## src/rtl/cfg0_req_engine.sv

```systemverilog
// Type-0 configuration request engine: serialises CfgWr0/CfgRd0 TLPs onto a
// 32-bit TX stream and matches the returning Cpl/CplD on the RX stream.
module cfg0_req_engine #(
    parameter logic [15:0] REQ_ID      = 16'h0000,
    parameter logic [15:0] TARGET_BDF  = 16'h0100,
    parameter int unsigned TIMEOUT_CYC = 50000
) (
    input  logic        rc_core_clk,
    input  logic        rst,
    input  logic        cfg0w_en,
    input  logic        cfg0r_en,
    input  logic        op_start,
    input  logic [31:0] cfg0w_addr,
    input  logic [31:0] cfg0w_data,
    input  logic [31:0] cfg0r_addr,
    output logic        cfg0w_op_over,
    output logic        cfg0r_op_over,
    output logic [31:0] cfg0r_data,
    output logic        cfg0r_data_vld,
    output logic [2:0]  cpl_status,
    output logic        timeout_err,
    output logic        busy,
    output logic [31:0] tx_data,
    output logic        tx_valid,
    output logic        tx_sop,
    output logic        tx_eop,
    input  logic        tx_ready,
    input  logic [31:0] rx_data,
    input  logic        rx_valid,
    input  logic        rx_sop,
    input  logic        rx_eop
);

    localparam int unsigned CNT_W    = $clog2(TIMEOUT_CYC);
    localparam int unsigned IDX_W    = 3;
    localparam logic [CNT_W-1:0] TMR_LAST = CNT_W'(TIMEOUT_CYC - 1);
    localparam logic [7:0]  FT_WR    = 8'h44;
    localparam logic [7:0]  FT_RD    = 8'h04;
    localparam logic [7:0]  FT_CPLD  = 8'h4A;
    localparam logic [7:0]  FT_CPL   = 8'h0A;
    localparam logic [2:0]  CPL_SC   = 3'b000;
    localparam logic [31:0] ALL_ONES = 32'hFFFF_FFFF;

    typedef enum logic [2:0] {
        IDLE, TX_H0, TX_H1, TX_H2, TX_D, WAIT_CPL, DONE
    } state_t;

    state_t state, state_nxt;

    logic             op_wr;
    logic [9:0]       addr_q;
    logic [31:0]      wdata_q;
    logic [7:0]       tag_q;
    logic [7:0]       tag_cnt;
    logic [CNT_W-1:0] tmr;

    logic             accept;
    logic             op_wr_c;
    logic [9:0]       addr_c;
    logic [31:0]      wdata_c;
    logic [7:0]       tag_c;
    logic [31:0]      h0_c, h1_c, h2_c;

    logic             tx_valid_nxt, tx_sop_nxt, tx_eop_nxt;
    logic [31:0]      tx_data_nxt;
    logic [31:0]      rdata_nxt;
    logic             rvld_nxt;
    logic [2:0]       status_nxt;
    logic             terr_nxt;

    // Completion parser state
    logic             pkt_active;
    logic [IDX_W-1:0] idx_q, idx_c;
    logic             type_ok_q, type_ok_c;
    logic             cpld_q, cpld_c;
    logic [2:0]       status_q, status_c;
    logic             id_ok_q, id_ok_c;
    logic [31:0]      rdata_q, rdata_c;
    logic             rx_take;
    logic             cpl_hit;

    logic unused_addr_bits;
    assign unused_addr_bits = ^{cfg0w_addr[31:12], cfg0w_addr[1:0],
                                cfg0r_addr[31:12], cfg0r_addr[1:0]};

    // Request fields as seen by the beat being loaded next (bypass on accept)
    assign op_wr_c = accept ? cfg0w_en : op_wr;
    assign addr_c  = accept ? (cfg0w_en ? cfg0w_addr[11:2] : cfg0r_addr[11:2]) : addr_q;
    assign wdata_c = accept ? cfg0w_data : wdata_q;
    assign tag_c   = accept ? tag_cnt : tag_q;
    assign h0_c    = {(op_wr_c ? FT_WR : FT_RD), 8'h00, 6'b0, 10'd1};
    assign h1_c    = {REQ_ID, tag_c, 4'h0, 4'hF};
    assign h2_c    = {TARGET_BDF, 4'h0, addr_c, 2'b00};

    // RX beat decode; the current beat is folded in so a match can close on its eop
    always_comb begin
        rx_take   = rx_valid && (state == WAIT_CPL) && (rx_sop || pkt_active);
        idx_c     = rx_sop ? '0 : idx_q;
        type_ok_c = (idx_c == 3'd0) ? ((rx_data[31:24] == FT_CPLD) || (rx_data[31:24] == FT_CPL))
                                    : type_ok_q;
        cpld_c    = (idx_c == 3'd0) ? (rx_data[31:24] == FT_CPLD) : cpld_q;
        status_c  = (idx_c == 3'd1) ? rx_data[15:13] : status_q;
        rdata_c   = (idx_c == 3'd3) ? rx_data : rdata_q;
        id_ok_c   = 1'b0;
        if (idx_c == 3'd2) begin
            id_ok_c = (rx_data[31:16] == REQ_ID) && (rx_data[15:8] == tag_q);
        end else if (idx_c > 3'd2) begin
            id_ok_c = id_ok_q;
        end
        cpl_hit = rx_take && rx_eop && type_ok_c && id_ok_c;
    end

    always_ff @(posedge rc_core_clk) begin
        if (rst) begin
            pkt_active <= 1'b0;
            idx_q      <= '0;
            type_ok_q  <= 1'b0;
            cpld_q     <= 1'b0;
            status_q   <= '0;
            id_ok_q    <= 1'b0;
            rdata_q    <= '0;
        end else if (state != WAIT_CPL) begin
            pkt_active <= 1'b0;
        end else if (rx_take) begin
            pkt_active <= !rx_eop;
            idx_q      <= (idx_c == 3'd4) ? idx_c : idx_c + 3'd1;
            type_ok_q  <= type_ok_c;
            cpld_q     <= cpld_c;
            status_q   <= status_c;
            id_ok_q    <= id_ok_c;
            rdata_q    <= rdata_c;
        end
    end

    always_ff @(posedge rc_core_clk) begin
        if (rst) begin
            state <= IDLE;
        end else begin
            state <= state_nxt;
        end
    end

    always_comb begin
        state_nxt    = state;
        accept       = 1'b0;
        tx_valid_nxt = 1'b0;
        tx_sop_nxt   = 1'b0;
        tx_eop_nxt   = 1'b0;
        tx_data_nxt  = '0;
        rdata_nxt    = cfg0r_data;
        rvld_nxt     = 1'b0;
        status_nxt   = cpl_status;
        terr_nxt     = timeout_err;
        case (state)
            IDLE: begin
                if (op_start && (cfg0w_en || cfg0r_en)) begin
                    accept    = 1'b1;
                    state_nxt = TX_H0;
                end
            end
            TX_H0:    if (tx_ready) state_nxt = TX_H1;
            TX_H1:    if (tx_ready) state_nxt = TX_H2;
            TX_H2:    if (tx_ready) state_nxt = op_wr ? TX_D : WAIT_CPL;
            TX_D:     if (tx_ready) state_nxt = WAIT_CPL;
            WAIT_CPL: begin
                if (cpl_hit) begin
                    state_nxt  = DONE;
                    status_nxt = status_c;
                    if (!op_wr) begin
                        rdata_nxt = (cpld_c && (status_c == CPL_SC)) ? rdata_c : ALL_ONES;
                        rvld_nxt  = 1'b1;
                    end
                end else if (tmr == TMR_LAST) begin
                    state_nxt = DONE;
                    terr_nxt  = 1'b1;
                    if (!op_wr) begin
                        rdata_nxt = ALL_ONES;
                        rvld_nxt  = 1'b1;
                    end
                end
            end
            DONE:     if (!(op_wr ? cfg0w_en : cfg0r_en)) state_nxt = IDLE;
            default:  state_nxt = IDLE;
        endcase
        if (accept) begin
            terr_nxt = 1'b0;
        end
        // Beat presented in the next state; stalled beats are simply reloaded
        case (state_nxt)
            TX_H0: begin
                tx_valid_nxt = 1'b1;
                tx_sop_nxt   = 1'b1;
                tx_data_nxt  = h0_c;
            end
            TX_H1: begin
                tx_valid_nxt = 1'b1;
                tx_data_nxt  = h1_c;
            end
            TX_H2: begin
                tx_valid_nxt = 1'b1;
                tx_eop_nxt   = !op_wr_c;
                tx_data_nxt  = h2_c;
            end
            TX_D: begin
                tx_valid_nxt = 1'b1;
                tx_eop_nxt   = 1'b1;
                tx_data_nxt  = wdata_c;
            end
            default: ;
        endcase
    end

    always_ff @(posedge rc_core_clk) begin
        if (rst) begin
            op_wr   <= 1'b0;
            addr_q  <= '0;
            wdata_q <= '0;
            tag_q   <= '0;
            tag_cnt <= '0;
        end else if (accept) begin
            op_wr   <= cfg0w_en;
            addr_q  <= addr_c;
            wdata_q <= cfg0w_data;
            tag_q   <= tag_cnt;
            tag_cnt <= tag_cnt + 8'd1;
        end
    end

    always_ff @(posedge rc_core_clk) begin
        if (rst || (state != WAIT_CPL)) begin
            tmr <= '0;
        end else begin
            tmr <= tmr + CNT_W'(1);
        end
    end

    always_ff @(posedge rc_core_clk) begin
        if (rst) begin
            tx_valid       <= 1'b0;
            tx_sop         <= 1'b0;
            tx_eop         <= 1'b0;
            tx_data        <= '0;
            cfg0w_op_over  <= 1'b0;
            cfg0r_op_over  <= 1'b0;
            cfg0r_data     <= '0;
            cfg0r_data_vld <= 1'b0;
            cpl_status     <= '0;
            timeout_err    <= 1'b0;
            busy           <= 1'b0;
        end else begin
            tx_valid       <= tx_valid_nxt;
            tx_sop         <= tx_sop_nxt;
            tx_eop         <= tx_eop_nxt;
            tx_data        <= tx_data_nxt;
            cfg0w_op_over  <= (state_nxt == DONE) && op_wr;
            cfg0r_op_over  <= (state_nxt == DONE) && !op_wr;
            cfg0r_data     <= rdata_nxt;
            cfg0r_data_vld <= rvld_nxt;
            cpl_status     <= status_nxt;
            timeout_err    <= terr_nxt;
            busy           <= (state_nxt != IDLE);
        end
    end

endmodule

```

## config.mk

```make
export PLATFORM = sky130hd
export DESIGN_NAME = cfg0_req_engine
export DESIGN_NICKNAME = d
export VERILOG_FILES = /design/src/rtl/cfg0_req_engine.sv
export SDC_FILE = /design/constraint.sdc
export NUM_CORES = 1
export LEC_CHECK = 0
export BUFFER_PORTS_ARGS = -buffer_cell sky130_fd_sc_hd__buf_2
export CORE_ASPECT_RATIO = 0.75
export CORE_UTILIZATION = 35
export DETAILED_ROUTE_END_ITERATION = 10
export PLACE_DENSITY_LB_ADDON = 0.05
export SYNTH_ARGS = -nofsm -noshare
export SYNTH_HDL_FRONTEND = slang
export SYNTH_SLANG_ARGS = --single-unit
```

## constraint.sdc

```tcl
create_clock -name rc_core_clk -period 2.7 [get_ports rc_core_clk]
set_input_delay 0.135 -clock rc_core_clk [delete_from_list [all_inputs] [get_ports rc_core_clk]]
set_output_delay 0.135 -clock rc_core_clk [all_outputs]
set_load 0.1 [all_outputs]
```

Word-level counts from Yosys, hierarchy flattened
Index checks and enable logic that the tools add are counted.
{"block": "word_totals", "ramBits": 0, "latchBits": 0, "regBits": 195, "mem_bits_ro": 0, "in_bits": 137, "memories": 0}
{"block": "classes", "magnitude_cmp": 1, "n_mux": 39, "n_shift": 0, "reduce_logical": 31, "n_addsub": 3, "n_mul": 0, "n_eq_ne": 22, "div_mod_pow": 0, "bitwise_logic": 3}
{"cell": "32-bit 2-to-1 mux", "n": 7}
{"cell": "32-bit case mux with 4 select lines", "n": 1}
{"cell": "3-bit 2-to-1 mux", "n": 11}
{"cell": "3-bit case mux with 7 select lines", "n": 1}
{"cell": "10-bit 2-to-1 mux", "n": 2}
{"cell": "3-bit by 2-bit equality test with 1-bit output, second input constant", "n": 6}
{"cell": "3-bit equality test, second input constant", "n": 6}
{"cell": "16-bit by 1-bit adder with 16-bit output, second input constant", "n": 1}
{"cell": "16-bit equality test, second input constant", "n": 1}
{"cell": "16-bit logical NOT", "n": 1}
{"cell": "1-bit 2-to-1 mux", "n": 14}
{"cell": "1-bit logical AND", "n": 10}
{"cell": "3-bit by 1-bit equality test with 1-bit output, second input constant", "n": 3}
{"cell": "3-bit logical NOT", "n": 3}
{"cell": "8-bit by 1-bit adder with 8-bit output, second input constant", "n": 1}
{"cell": "8-bit by 4-bit equality test with 1-bit output, second input constant", "n": 1}
{"cell": "8-bit by 7-bit equality test with 1-bit output, second input constant", "n": 1}
{"cell": "8-bit equality test", "n": 1}
{"cell": "8-bit 2-to-1 mux", "n": 1}
{"cell": "7-bit 2-to-1 mux", "n": 1}
{"cell": "2-bit OR reduction", "n": 3}
{"cell": "1-bit logical OR", "n": 4}
{"cell": "2-bit != test, second input constant", "n": 2}
{"cell": "2-bit AND reduction", "n": 2}
{"cell": "other kinds (11)", "n": 15}

Longest topological paths before layout
Gate-level depths: netlist of run 1.
{"block": "logic_depth", "word_depth": 11, "ltp_mapped": 11, "mapped_depth_nobuf": 9}

Worst setup path before layout of run 1
OpenSTA, ideal clock, no wires.
{"block": "synth_path", "path_type": "flip-flop to flip-flop", "start": "reg tmr[0]", "end": "reg tx_data[30]", "arrival_ps": 2162, "setup_time_ps": 80, "t_required_ps": 2620, "slack_ps": 458, "path_stages_with_launch": 10, "path_cell_list": "dfxtp_1 > ha_1 > nand3_2 > or4_4 > nor2_4 > o21ai_2 > and2_4 > buf_6 > or3_4 > a211oi_2"}
{"block": "synth_between", "elab_chain_len": 6, "word_cells_on_any_way": 9, "classes_between": "5 x eq/ne; 4 x mux"}
{"element": "start: declaration", "line": "55", "rtl": "logic [CNT_W-1:0] tmr;"}
{"element": "start signal: assignment", "line": "233", "rtl": "tmr <= tmr + CNT_W'(1);"}
{"element": "16-bit equality test *", "line": "173", "rtl": "end else if (tmr == TMR_LAST) begin"}
{"element": "3-bit 2-to-1 mux *", "line": "173"}
{"element": "3-bit 2-to-1 mux *", "line": "166", "rtl": "if (cpl_hit) begin"}
{"element": "3-bit case mux with 7 select lines *", "line": "154", "rtl": "case (state)"}
{"element": "3-bit equality test (tied with other cells)", "line": "189", "rtl": "case (state_nxt)"}
{"element": "32-bit case mux with 4 select lines *", "line": "189"}
{"element": "end signal: assignment", "line": "254", "rtl": "tx_data <= tx_data_nxt;"}
{"element": "end: declaration", "line": "23", "rtl": "output logic [31:0] tx_data,"}
Mark *: on every way between the ends. The rest lies on a longest branch, timed or not.
A chain may end at the register's enable or synchronous reset.

Final worst setup path of run 1
{"block": "layout_path", "start": "reg idx_q[1]", "end": "reg cfg0r_data[31]"}
{"block": "layout_between", "elab_chain_len": 8, "word_cells_on_any_way": 22, "classes_between": "1 x order compare; 4 x eq/ne; 10 x mux; 7 x reduce/logical"}
{"element": "start: declaration", "line": "73", "rtl": "logic [IDX_W-1:0] idx_q, idx_c;"}
{"element": "start signal: assignment", "line": "126", "rtl": "idx_q <= (idx_c == 3'd4) ? idx_c : idx_c + 3'd1;"}
{"element": "3-bit 2-to-1 mux *", "line": "98", "rtl": "idx_c = rx_sop ? '0 : idx_q;"}
{"element": "parallel branches: the longest is 7 deep, another holds 3-bit by 2-bit > comparator with 1-bit output"}
{"element": "end signal: assignment", "line": "257", "rtl": "cfg0r_data <= rdata_nxt;"}
{"element": "end: declaration", "line": "18", "rtl": "output logic [31:0] cfg0r_data,"}
Every way passes the cells marked *. The select of a mux whose other input is x is not followed.

==> impl_metrics.py, run 1 <==
metrics = {
    "yosys": {
        "synthTopCellsByArea": "dfxtp_1 (50%), mux2i_1 (10%), nor2_1 (6.7%)",
        "postSynthCellCount": 841,
        "synth_ff_type": "dfxtp_1",
        "synth-simple-area-share_pct": 18.7,
        "synth_nets": 983,
        "muxShareOfSynthArea_pct": 10.8,
        "yosysWarnings": 0,
        "yosys.area.top_type": "dfxtp_1",
        "synth_compound_area_share_pct": 13.0,
        "syn_area_um2": 7740,
        "ys_types": 50,
        "synth_edf_count": 0,
        "yosysTopAreaCellShare_pct": 50.4,
        "ys_ff_latch": 195,
        "synth_top_family_by_area": "simple AND/OR/NAND/NOR gates",
        "seq_area_frac_synth_pct": 50.4,
        "async_flop_share_pct": 0,
        "syn_avg_cell_area_um2": 9.21,
        "synth-xor-area-share_pct": 2.60,
        "synth-adder-area-share_pct": 0.808,
    },
    "clock_network": {
        "clk_pin_slew_ns": 0.07,
        "clk_latency_ns": 0.43,
        "post-cts-setup-buffers": 0,
        "clock_path_buffers": 2,
        "cts.sinks": 195,
        "root_buffer": "clkbuf_16",
        "htreeDepth": 4,
        "numCtsBuffers": 17,
        "cts_tree": "done",
    },
    "floorplan": {
        "die_h_um": 131,
        "initial_utilization_pct": 36.2,
        "dieArea_um2": 22700,
        "num_rows": 46,
        "ioPinCount": 212,
        "coreArea_um2": 21400,
        "die_x_um": 174,
    },
    "routing": {
        "vias": 6401,
        "vias_per_cell": 4.78,
        "postRouteAntennaNets": 0,
        "routed_wl_um": 20000,
        "drt_iter0_drc": 308,
        "wl_per_cell_um": 15.0,
        "drc": 0,
        "firstDrtPassIters": 4,
    },
    "pwr": {
        "powerDensity_nw_per_um2": 656,
        "peakVddDrop_mv": 0.329,
        "leakagePower_uw": 0.00390,
    },
    "final_layout": {
        "final_common_cell": "dfxtp_1",
        "stdcell_area_um2": 10000,
        "areaGrowthSynthToFinish_pct": 29.5,
        "finalNetCount": 1180,
        "multi_input_area_um2": 3580,
        "num_antenna_cells": 0,
        "mostFrequentLayoutCells": "dfxtp_1 (195), buf_2 (166), nor2_1 (139), mux2i_1 (81), nand2_1 (72)",
        "fillers": 2191,
        "instances_no_fill": 1339,
        "ff_latch_area_um2": 3900,
        "drive_gt1_share_pct": 23.8,
    },
    "global_routing": {
        "grtUsageTotal_pct": 17.9,
        "grt_pass1_vias": 5895,
        "antenna_found_initial": 2,
        "grt_max_degree": 58,
        "grt_pass1_wl_um": 31700,
        "gr-total-overflow": 0,
    },
    "timing": {
        "rsz0062_at_grt": "false",
        "tightest_slew_ns": 1.06,
        "final_max_slew_viol_count": 0,
        "finalHoldViolations": 0,
        "fmax_ghz": 0.423,
        "period_share_pct": 87.5,
        "final-setup-viol-count": 0,
        "tns_ns": 0,
        "finalCriticalPeriod_ns": 2.36,
        "max_slew_margin_pct": 29.0,
        "clock_skew_ns": 0.0113,
    },
    "placement": {
        "gp_congestion": 0.761,
        "numPortBuffers": 167,
        "postPlaceCellArea_um2": 8960,
        "dp.cells": 1263,
        "hpwl_um": 13900,
    },
    "min_path": {
        "min_from": "cfg0w_data[12]",
        "min_path_type": "in -> reg",
    },
    "critical_path": {
        "crit_type": "reg -> reg",
        "slowest_delay_ns": 0.39,
        "crit_path_top_delay_cell": "nor4b_1",
        "cp.arrival_ns": 2.69,
        "cpLargestDelayFamily": "simple AND/OR/NAND/NOR gates",
        "start_kind": "register",
        "cp_max_fo": 33,
        "cp-end-kind": "register",
        "path_cells": "nor4b_1 > nand4_1 > nor4_2 > o221ai_2 > buf_4 > a21oi_4 > buf_12 > nor2_1 > a211oi_1",
        "r2r_start": "idx_q[1]",
        "crit_required_ns": 3.03,
        "startpoint": "idx_q[1]",
        "worst-path-buf-inv": 2,
    },
    "outcome": {
        "status": "finished, final reports clean",
    },
    "flow_run": {
        "maxCapViolCount": 0,
    },
}
[power by group]
group / total (µW) / switching, µW / internal, µW
Sequential: 3010 / 36.9 / 2970
Clock: 2620 / 1160 / 1470
Combinational: 946 / 623 / 323
Total: 6580 / 1820 / 4770
[cells in the mapped netlist, drive strengths merged, types with 2 or more instances]
cell type and instances:
nand4 9, xor2 11, and3 6, nand3 20, or2 4, dfxtp 195
ha 5, o21ai 20, a21oi 48, nand2 72, inv 5, o31ai 2
buf 26, clkbuf 37, nor3 21, or3 8, a211oi 58, and2 12
nand2b 6, o221ai 2, nor4b 3, o32ai 8, xnor2 12, a21o 2
mux2i 81, nor2b 8, mux2 2, nor4 4, nand3b 4, a311oi 3
nor2 140
[worst reg2reg max path, cell delays in order (launching register included)]
cell and delay, ns:
dfxtp_1 0.38, nor4b_1 0.39, nand4_1 0.22, nor4_2 0.27, o221ai_2 0.19, buf_4 0.19
a21oi_4 0.14, buf_12 0.21, nor2_1 0.07, a211oi_1 0.22
[path summary, 6_finish.rpt]
check / to / slack [ns] / cells after the start
worst max-delay path: cfg0r_data[31] / 0.34 / 9
worst min-delay path: wdata_q[12] / 0.03 / 3
worst max register to register: cfg0r_data[31] / 0.34 / 9
worst min register to register: rdata_q[5] / 0.46 / 2
[area by class of cell]
| type | instances | share of cell area [%] |
|---|---|---|
| flip-flops and latches | 195 | 38.9 |
| multi-input cells | 578 | 35.7 |
| repair buffers | 241 | 15.5 |
| clock buffers | 21 | 4.69 |
| well taps | 288 | 3.59 |
| clock inverters | 11 | 1.43 |
| inverters | 5 | 0.187 |
[registers in the layout (all words and copies together) (netlist names), 8 cells and up]
register and flops:
rdata_q 32, tmr 16, addr_q 10, tx_data 32
tag_cnt 8, tag_q 8, cfg0r_data 32, wdata_q 32
[through the flow]
stage | util [%] | setup WS (ns) | total power (µW) | hold WS, ns
detailed placement | 41.9 | 0.140 | 3980 | 0.374
global route | 46.8 | 0.0862 | 6890 | 0.0280
global placement | 41.9 | 0.208 | 3980 | 0.377
floorplan | - | 0.458 | 3710 | 0.231
finish | 46.8 | 0.338 | 6580 | 0.0311
CTS | 46.8 | 0.112 | 6690 | 0.00842
[repair_timing]
item,CTS,global route
setup endpoints to repair,0,12
hold buffers,44,0
resized for setup,0,2
endpoints found under the hold margin,43,0
[kinds of logic (layout without fill, tap and decap cells)]
group / Yosys count / after routing
adder cells (fa/ha/maj): 5 / 5
AND/OR/NAND/NOR: 318 / 318
multiplexers: 83 / 83
AO/OA/AOI/OAI: 149 / 149
flip-flops: 195 / 195
buffers and inverters: 68 / 278
XOR/XNOR: 23 / 23
[per-layer routing]
layer,vias to the layer above,part of all wire [%],track usage (%)
met1,2950,53,26.7
met3,16,4.0,3.79
met5,-,0.13,0
met2,105,42,25.8
met4,4,0.85,4.80
li1,3326,-,-
Power figures use the tool's default switching activity.
==> run 2: changes to the inputs <==
==> constraint.sdc (replaced) <==
create_clock -name rc_core_clk -period 2.7 [get_ports rc_core_clk]
set_input_delay 0.405 -clock rc_core_clk [delete_from_list [all_inputs] [get_ports rc_core_clk]]
set_output_delay 0.405 -clock rc_core_clk [all_outputs]
set_load 0.1 [all_outputs]
==> run 2 against run 1 <==
  * First-iteration DRC count up 12%
  * Critical path type unchanged
  * Die area unchanged
  * Critical path depth unchanged
  * Sequential power about the same
  * Worst setup slack better by 0.0059 ns
==> impl_metrics.py, run 2 (same netlist as run 1, synthesis figures left out) <==
metrics = {
    "critical_path": {
        "start_kind": "register",
        "cpLargestDelayFamily": "simple AND/OR/NAND/NOR gates",
        "slowest_delay_ns": 0.38,
        "worst-path-buf-inv": 2,
        "cp_max_fo": 33,
        "cp.arrival_ns": 2.70,
        "crit_required_ns": 3.04,
        "crit_path_top_delay_cell": "dfxtp_1",
        "reg2regPathDepth": 9,
        "path_cells": "nor4b_1 > nand4_1 > nor4_1 > o221ai_1 > buf_4 > a21oi_4 > buf_12 > nor2_1 > a211oi_1",
        "cp-end-kind": "register",
        "path_depth": 9,
        "crit_type": "reg -> reg",
    },
    "timing": {
        "clock_skew_ns": 0.0170,
        "tns_ns": 0,
        "period_share_pct": 87.3,
        "fmax_ghz": 0.424,
        "finalHoldViolations": 0,
        "tightest_slew_ns": 0.573,
        "final-setup-viol-count": 0,
        "finalCriticalPeriod_ns": 2.36,
        "final_max_slew_viol_count": 0,
        "rsz0062_at_grt": "false",
        "max_slew_margin_pct": 61.8,
        "worst_slack_ns": 0.344,
    },
    "clock_network": {
        "htreeDepth": 4,
        "cts.sinks": 195,
        "numCtsBuffers": 17,
        "post-cts-setup-buffers": 0,
        "clk_pin_slew_ns": 0.08,
        "clk_latency_ns": 0.43,
        "post_cts_resized": 0,
        "clock_path_buffers": 2,
        "ctsHoldBuffers": 0,
        "cts_tree": "done",
        "root_buffer": "clkbuf_16",
    },
    "global_routing": {
        "grtUsageTotal_pct": 17.3,
        "grt_max_degree": 51,
        "gr-total-overflow": 0,
        "grt_pass1_wl_um": 30900,
        "grt_pass1_vias": 5859,
        "antenna_found_initial": 2,
    },
    "routing": {
        "wl_met3_um": 743,
        "vias_per_cell": 4.79,
        "drt_iter0_drc": 345,
        "wl_met1_um": 10600,
        "drc": 0,
        "highest_layer": "met5",
        "vias": 6211,
        "postRouteAntennaNets": 0,
        "wl_per_cell_um": 15.1,
        "firstDrtPassIters": 4,
        "wl_met2_um": 8180,
        "routed_wl_um": 19600,
    },
    "placement": {
        "numPortBuffers": 167,
        "dp_slack_ns": 0.139,
        "hpwl_um": 13600,
        "gp_congestion": 0.772,
    },
    "final_layout": {
        "mostFrequentLayoutCells": "dfxtp_1 (195), buf_2 (166), nor2_1 (139), mux2i_1 (81), nand2_1 (72)",
        "num_antenna_cells": 0,
        "drive_gt1_share_pct": 24.6,
        "areaGrowthSynthToFinish_pct": 23.5,
        "final_common_cell": "dfxtp_1",
        "finalNetCount": 1137,
    },
    "pwr": {
        "powerDensity_nw_per_um2": 673,
        "peakVddDrop_mv": 0.422,
        "leakagePower_uw": 0.00370,
    },
    "flow_run": {
        "maxCapViolCount": 0,
    },
    "floorplan": {
        "ioPinCount": 212,
        "num_rows": 46,
        "coreArea_um2": 21400,
        "die_x_um": 174,
        "die_h_um": 131,
        "initial_utilization_pct": 36.2,
        "dieArea_um2": 22700,
    },
    "min_path": {
        "hold_depth": 3,
        "min_path_type": "in -> reg",
    },
    "outcome": {
        "status": "finished, final reports clean",
    },
}
run 2: final timing paths:
kind,startpoint,slack [ns],end
worst max-delay path,idx_q[1],0.34,cfg0r_data[18]
worst min-delay path,cfg0w_data[8],0.22,wdata_q[8]
worst max register to register,idx_q[1],0.34,cfg0r_data[18]
worst min register to register,rdata_q[8],0.46,rdata_q[8]
run 2: tightest hold or removal path, delay by kind of cell:
kind	cells	cell delay (ns)
buffers and inverters	1	0.10
and+or+nand+nor	1	0.04
AOI/OAI and AO/OA	1	0.05
run 2: area by class of cell:
| cell class | count | area [µm²] |
|---|---|---|
| Clock inverter | 11 | 119 |
| Inverter | 5 | 18.8 |
| Multi-Input combinational cell | 578 | 3570 |
| Clock buffer | 21 | 460 |
| Fill cell | 2175 | 11800 |
| Timing Repair Buffer | 198 | 1130 |
| Sequential cell | 195 | 3900 |
| Tap cell | 288 | 360 |
run 2: through the flow:
stage          hold slack, ns  cell area [µm²]  std cells  power, µW  utilization, %
6_report                0.219             9560       1296       6430            44.7
5_1_grt                 0.204             9560       1296       6720            44.7
4_1_cts                 0.199             9560       1296       6530            44.7
3_5_place_dp            0.448             8980       1264       3990            42.0
3_3_place_gp            0.443             8980       1264       4000            42.0
2_1_floorplan           0.425             7740        841       3710               -
run 2: power breakdown:
group | internal [µW] | switching, µW | total (µW) | leakage (µW)
clock | 1350 | 1170 | 2520 | 0.000274
combinational | 291 | 607 | 899 | 0.00184
sequential | 2970 | 42.3 | 3020 | 0.00158
total | 4610 | 1820 | 6430 | 0.00370
run 2: per-layer routing:
metal	GRT usage, %	vias to the layer above
met3	4.05	6
met2	24.7	108
met5	0	-
li1	-	3228
met4	4.18	4
met1	25.8	2865
